`src/rtl/rvfi_trace_buffer.sv`:
```
// RVFI retirement-trace FIFO: queues retirement packets for a trace sink,
// checks order/PC continuity and counts packets dropped on overflow.
module rvfi_trace_buffer #(
    parameter int  DEPTH = 8,
    localparam int CNTW  = $clog2(DEPTH) + 1
) (
    input  logic            clock,
    input  logic            reset,

    input  logic            in_valid,
    input  logic [63:0]     in_order,
    input  logic [31:0]     in_insn,
    input  logic            in_trap,
    input  logic [31:0]     in_pc_rdata,
    input  logic [31:0]     in_pc_wdata,
    input  logic [4:0]      in_rd_addr,
    input  logic [31:0]     in_rd_wdata,
    input  logic [31:0]     in_mem_addr,
    input  logic [3:0]      in_mem_wmask,
    input  logic [31:0]     in_mem_wdata,

    output logic            out_valid,
    input  logic            out_ready,
    output logic [63:0]     out_order,
    output logic [31:0]     out_insn,
    output logic            out_trap,
    output logic [31:0]     out_pc_rdata,
    output logic [31:0]     out_pc_wdata,
    output logic [4:0]      out_rd_addr,
    output logic [31:0]     out_rd_wdata,
    output logic [31:0]     out_mem_addr,
    output logic [3:0]      out_mem_wmask,
    output logic [31:0]     out_mem_wdata,

    output logic [CNTW-1:0] count,
    output logic            overflow,
    output logic [15:0]     drop_count,
    output logic            order_err,
    output logic            pc_err
);

    localparam int AW = $clog2(DEPTH);

    typedef struct packed {
        logic [63:0] order;
        logic [31:0] insn;
        logic        trap;
        logic [31:0] pc_rdata;
        logic [31:0] pc_wdata;
        logic [4:0]  rd_addr;
        logic [31:0] rd_wdata;
        logic [31:0] mem_addr;
        logic [3:0]  mem_wmask;
        logic [31:0] mem_wdata;
    } entry_t;

    entry_t          mem_q [DEPTH];
    entry_t          in_entry;
    entry_t          head;

    logic [AW-1:0]   wp_q, wp_d;
    logic [AW-1:0]   rp_q, rp_d;
    logic [CNTW-1:0] count_q, count_d;
    logic            overflow_q, overflow_d;
    logic [15:0]     drop_count_q, drop_count_d;
    logic            order_err_q, order_err_d;
    logic            pc_err_q, pc_err_d;
    logic [63:0]     exp_order_q, exp_order_d;
    logic            have_prev_q, have_prev_d;
    logic [31:0]     prev_pc_wdata_q, prev_pc_wdata_d;
    logic            prev_trap_q, prev_trap_d;

    logic            push;
    logic            pop;
    logic            drop;

    assign in_entry = '{
        order:     in_order,
        insn:      in_insn,
        trap:      in_trap,
        pc_rdata:  in_pc_rdata,
        pc_wdata:  in_pc_wdata,
        rd_addr:   in_rd_addr,
        rd_wdata:  in_rd_wdata,
        mem_addr:  in_mem_addr,
        mem_wmask: in_mem_wmask,
        mem_wdata: in_mem_wdata
    };

    // A full FIFO still accepts a packet when the head leaves in the same cycle.
    assign pop  = out_valid && out_ready;
    assign push = in_valid && ((count_q < CNTW'(DEPTH)) || pop);
    assign drop = in_valid && !push;

    always_comb begin
        wp_d            = wp_q;
        rp_d            = rp_q;
        count_d         = count_q;
        overflow_d      = overflow_q;
        drop_count_d    = drop_count_q;
        order_err_d     = order_err_q;
        pc_err_d        = pc_err_q;
        exp_order_d     = exp_order_q;
        have_prev_d     = have_prev_q;
        prev_pc_wdata_d = prev_pc_wdata_q;
        prev_trap_d     = prev_trap_q;

        if (push) begin
            wp_d = wp_q + AW'(1);
        end
        if (pop) begin
            rp_d = rp_q + AW'(1);
        end
        case ({push, pop})
            2'b10:   count_d = count_q + CNTW'(1);
            2'b01:   count_d = count_q - CNTW'(1);
            default: count_d = count_q;
        endcase

        if (drop) begin
            overflow_d = 1'b1;
            if (drop_count_q != 16'hFFFF) begin
                drop_count_d = drop_count_q + 16'd1;
            end
        end

        // Continuity checks look at every retirement, including dropped ones.
        if (in_valid) begin
            if (in_order != exp_order_q) begin
                order_err_d = 1'b1;
            end
            exp_order_d = in_order + 64'd1;

            if (have_prev_q && !prev_trap_q && (in_pc_rdata != prev_pc_wdata_q)) begin
                pc_err_d = 1'b1;
            end
            prev_pc_wdata_d = in_pc_wdata;
            prev_trap_d     = in_trap;
            have_prev_d     = 1'b1;
        end
    end

    always_ff @(posedge clock) begin
        if (!reset) begin
            wp_q            <= '0;
            rp_q            <= '0;
            count_q         <= '0;
            overflow_q      <= 1'b0;
            drop_count_q    <= '0;
            order_err_q     <= 1'b0;
            pc_err_q        <= 1'b0;
            exp_order_q     <= '0;
            have_prev_q     <= 1'b0;
            prev_pc_wdata_q <= '0;
            prev_trap_q     <= 1'b0;
        end else begin
            wp_q            <= wp_d;
            rp_q            <= rp_d;
            count_q         <= count_d;
            overflow_q      <= overflow_d;
            drop_count_q    <= drop_count_d;
            order_err_q     <= order_err_d;
            pc_err_q        <= pc_err_d;
            exp_order_q     <= exp_order_d;
            have_prev_q     <= have_prev_d;
            prev_pc_wdata_q <= prev_pc_wdata_d;
            prev_trap_q     <= prev_trap_d;
        end
    end

    // Storage is deliberately not reset; validity is tracked by count_q alone.
    always_ff @(posedge clock) begin
        if (reset && push) begin
            mem_q[wp_q] <= in_entry;
        end
    end

    assign out_valid = (count_q != '0);
    assign head      = out_valid ? mem_q[rp_q] : '0;

    assign out_order     = head.order;
    assign out_insn      = head.insn;
    assign out_trap      = head.trap;
    assign out_pc_rdata  = head.pc_rdata;
    assign out_pc_wdata  = head.pc_wdata;
    assign out_rd_addr   = head.rd_addr;
    assign out_rd_wdata  = head.rd_wdata;
    assign out_mem_addr  = head.mem_addr;
    assign out_mem_wmask = head.mem_wmask;
    assign out_mem_wdata = head.mem_wdata;

    assign count      = count_q;
    assign overflow   = overflow_q;
    assign drop_count = drop_count_q;
    assign order_err  = order_err_q;
    assign pc_err     = pc_err_q;

endmodule

```
`config.mk`:
```
export PLATFORM = sky130hd
export DESIGN_NAME = rvfi_trace_buffer
export DESIGN_NICKNAME = d
export VERILOG_FILES = /design/src/rtl/rvfi_trace_buffer.sv
export SDC_FILE = /design/constraint.sdc
export NUM_CORES = 2
export LEC_CHECK = 0
export CAP_MARGIN = 20
export CELL_PAD_IN_SITES_DETAIL_PLACEMENT = 0
export CELL_PAD_IN_SITES_GLOBAL_PLACEMENT = 1
export CORE_MARGIN = 4
export CORE_UTILIZATION = 55
export CTS_CLUSTER_DIAMETER = 30
export DETAILED_ROUTE_END_ITERATION = 6
export PLACE_DENSITY = 0.89
export SYNTH_ARGS = -nofsm -noshare
export SYNTH_HDL_FRONTEND = slang
export SYNTH_SLANG_ARGS = --single-unit
```
`constraint.sdc`:
```
create_clock -name clock -period 41.3 [get_ports clock]
set_input_delay 6.195 -clock clock [delete_from_list [all_inputs] [get_ports clock]]
set_output_delay 6.195 -clock clock [all_outputs]
set_load 0.03 [all_outputs]
```
==> out/metrics.sh <==
YS_TOP_CELLS_BY_COUNT='2128 x edfxtp_1, 532 x mux4_2, 370 x nor2_1'
FF2FF_SETUP_SLACK_NS=36.40
CRIT_FANOUT=74
SYNTHMUXAREASHARE_PCT=17.2
PORTBUFFERS=559
POST_SYNTH_INST_COUNT=4241
POWER_LEAKAGE_nW=35.1
INITIAL_CORE_UTIL_PCT=55.3
MIN-DELAY-PATH-CLASS='reg -> reg'
POST-SYNTH-TOP-AREA-CELL='edfxtp_1'
ROUTED_WIRE_LENGTH_PER_INSTANCE_UM=30.7
HOLDBUFCOUNTCTS=0
NETLIST_AREA_MM2=0.0876
FP-ROW-COUNT=146
POST_SYNTH_XOR_AREA_FRACTION_PCT=1.50
SYNTHESIZED_AREA_FRACTION_OCCUPIED_BY_AO_OA_AOI_AND_OAI_CELLS_PCT=1.03
RSZ0062_AT_GRT='no'
PLACE_WS_NS=29.48
SYNTH_AREA_LEADERS='edfxtp_1 73%, mux4_2 14%, mux2i_1 3.5%'
OUTCOME='complete, no violations'
FINAL_LAYOUT_NET_COUNT=5343
CRITPATHARRIVALTIME_NS=6.27
WL_MET2_UM=114000
CONGESTION_OVERFLOW_GR=0
FINAL-SETUP-VIOL-COUNT=0
DESIGN.PORTCOUNT=560
SEQUENTIALPOWERSHARE_PCT=33.5
YOSYS_REGISTER_BITS=2258
CORE_MM2=0.158
FIN_CRIT_NS=12.47
R2R_START='count[3]'
LARGEST_FAMILY_OF_LOGIC_CELLS_BY_SYNTHESIZED_AREA='multiplexers'
NETLIST.AREA_LEADER.SHARE_PCT=73.0
MET3_LENGTH_UM=24300
LAYOUT-DRIVE-GT1-SHARE_PCT=24.4
DRTANTENNAVIOLNETS=0
GRT_START_MAX_NET_PINS=132
MAXIMUM_ROOT_TO_SINK_BUFFER_COUNT=4
MAXIMUM_FREQUENCY_FROM_STATIC_TIMING_ANALYSIS_MHz=80.2
SETUP.WORST_PATH.END='out_mem_addr[28]'
LAYOUT_OVERHEAD_ON_THE_SYNTHESIZED_AREA_PCT=26.3
IR_DROP_mV=0.0802
SYNTH-WARNING-COUNT=0
FINALSETUPTNS_NS=0
STARTPOINT_TYPE='flop'
TRITONCTS='yes'
FINALCRITPERIODSHARE_PCT=30.2
ASYNCSETRESETFLOPFRACSYNTH_PCT=0
DRT_PASS1_ITERATIONS=5
YOSYS.AREA_SHARE.SIMPLE_PCT=3.22
POSTLAYOUTSETUPSLACKWORST_NS=28.83
SYNTH_ENABLE_FLOP_CELLS=2128
CLKPWRFRAC_PCT=45.8
CTS_ROOT_BUF='clkbuf_16'
POWER_FRAC_COMB_PCT=20.6
CELLINTERNALPOWER_mW=5.57
FIN_WORST_SKEW_NS=0.0501
DRTITER0DRC=6401
DIE_HEIGHT_UM=407
FILL_CELLS=8999
POSTCTSSETUPREPAIRBUFS=0
SYNTH_SEQ_AREA_SHARE_PCT=75.9
H_TREE_DEPTH=5
WORST_SLEW_MARGIN_REL_PCT=21.3
POST-LAYOUT-TOTAL-POWER_mW=7.75
FIRST_PASS_GRT_WIRE_LENGTH_UM=337000
DRV.MAX_CAP_VIOLATION_COUNT=0
MET1_LENGTH_UM=84300
SETUP.WORST_PATH.END_CLASS='output port'
POST_CTS_RESIZE_COUNT=0
DETAILED_PLACE_HPWL_UM=115000
DETAIL_ROUTE.VIAS_PER_CELL=6.25
POSTSYNTHAREAPERCELL_UM2=20.6
FINALINSTANCEAREA_MM2=0.111
HOLD_VIOL_FINAL=0
WORSTREG2REGEND='mem_q[1][134]'
YOSYSUNIQUECELLTYPES=50
NUMBER_OF_NETS_IN_THE_SYNTHESIZED_NETLIST=4518
GP_ROUTABILITY_CONGESTION=0.787
NETSWITCHINGPOWER_mW=2.19
DIE-WIDTH_UM=407
VIA_COUNT=47100
DRC=0
VIA_COUNT_OF_THE_FIRST_GLOBAL_ROUTING_PASS=48900
NUMCTSBUFFERS=420
DIEAREA_MM2=0.166
SYNTHMOSTINSTANTIATEDCELL='edfxtp_1'
AGGREGATE_ROUTED_WIRE_LENGTH_UM=231000
WORST-SLEW-PIN-TRANSITION_NS=1.18
ANTENNA_FOUND_INITIAL=59
WORSTREGTOREGCELLS=8
POWER_PER_CELL_AREA_mW_PER_MM2=70.1
CTS.REPORTEDPATHS.CLKPINSLEW_NS=0.05
CTS.SINK_COUNT=2258
POWER.SWITCHING_FRACTION_PCT=28.2
CLK-INSERTION-DELAY-LATE_NS=0.93
WORST_EP_REQUIRED_TIME_NS=35.10
GLOBAL_ROUTE.USAGE.TOTAL_PCT=27.9
YS.FLOP_TYPE='edfxtp_1'
DR.MAX_LAYER_USED='met5'
SYNTH-ADDER-AREA-SHARE_PCT=0.100
CRITPATHKIND='reg -> out'
FINAL_MAX_SLEW_VIOL_COUNT=0
POSTPLACECELLAREA_MM2=0.0957
## how the worst min path moves through the flow
stage | start | end | slack (ns) | cells past startpoint
6_report | pc_err | pc_err | 0.47 | 1
5_1_grt | pc_err | pc_err | 0.50 | 1
4_1_cts | have_prev_q | have_prev_q | 0.47 | 2
3_5_place_dp | have_prev_q | have_prev_q | 0.46 | 2
3_3_place_gp | have_prev_q | have_prev_q | 0.45 | 2
2_1_floorplan | have_prev_q | have_prev_q | 0.43 | 2
## metal layers
layer	up-vias	track usage (%)
met3	516	7.92
li1	19200	-
met2	2908	44.0
met4	22	11.6
met5	-	0
met1	24400	37.0
## layout by cell type (no fill, tap or decap), types with 4 or more instances in the layout
master,count
dfxtp_1,127
o31ai_1,10
inv_1,11
diode_2,48
nor2_1,364
clkinvlp_4,40
nand3_1,31
clkinv_4,39
clkdlybuf4s50_1,557
clkinv_2,63
clkinv_1,34
inv_6,26
mux2i_1,305
xor2_1,84
or3_1,17
a31oi_1,19
nor2_4,6
bufinv_16,75
and2_1,4
nor4_1,19
mux4_2,532
a211oi_1,35
nor3_1,17
clkbuf_1,38
ha_1,7
and4_1,13
and3_1,11
nand2_1,36
buf_12,16
or4_1,11
clkbuf_16,429
edfxtp_1,2128
nand2b_1,4
o21ai_0,51
buf_4,50
clkbuf_8,14
xnor2_1,66
nand4_1,48
a21oi_1,24
## area by class of cell
| type | count | area (um^2) | share of cell area [%] |
|---|---|---|---|
| repair buffers | 628 | 6370 | 5.76 |
| multi-input cells | 1746 | 20200 | 18.3 |
| inverters | 12 | 47.5 | 0.0430 |
| diodes | 48 | 120 | 0.109 |
| clock buffers | 481 | 11100 | 10.0 |
| flip-flops and latches | 2258 | 66500 | 60.2 |
| clock inverters | 281 | 3640 | 3.29 |
| well taps | 2072 | 2590 | 2.34 |
## stage by stage
stage / cells / utilization (%) / hold slack (ns)
5_1_grt: 7513 / 69.8 / 0.497
3_5_place_dp: 6714 / 60.4 / 0.458
6_report: 7526 / 69.8 / 0.469
3_3_place_gp: 6711 / 60.4 / 0.447
2_1_floorplan: 4241 / - / 0.435
4_1_cts: 7476 / 69.7 / 0.469
## cell families after synthesis
kind of cell | Yosys count
flops | 2258
mux | 837
simple gates | 605
buf+inv | 237
xor+xnor | 150
compound gates | 147
fa+ha+maj | 7
## worst max-delay path, stage by stage (launching register included)
cell	delay (ns)
dfxtp_4	0.97
buf_4	0.66
buf_16	0.32
buf_4	0.37
buf_16	0.36
buf_4	0.87
mux4_2	0.44
mux2i_1	0.09
nor2_1	0.28
clkdlybuf4s50_1	0.75
## power by group through the flow
stage / clock [mW] / combinational (mW) / sequential, mW
after floorplan: 0 / 0.922 / 2.65
after global placement: 0 / 1.56 / 2.63
after detailed placement: 0 / 1.57 / 2.64
after CTS: 3.58 / 1.60 / 2.60
after global routing: 3.71 / 1.67 / 2.60
final: 3.55 / 1.60 / 2.60
## registers in the layout (all words and copies together), names as in the netlist, named ones only
register and count:
exp_order_q 64, mem_q 2128, overflow 1, pc_err 1, have_prev_q 1, rp_q 3
prev_pc_wdata_q 32, count 4, wp_q 3, drop_count 16, prev_trap_q 1, order_err 1
Note: power is estimated with default switching activity, not from simulation.
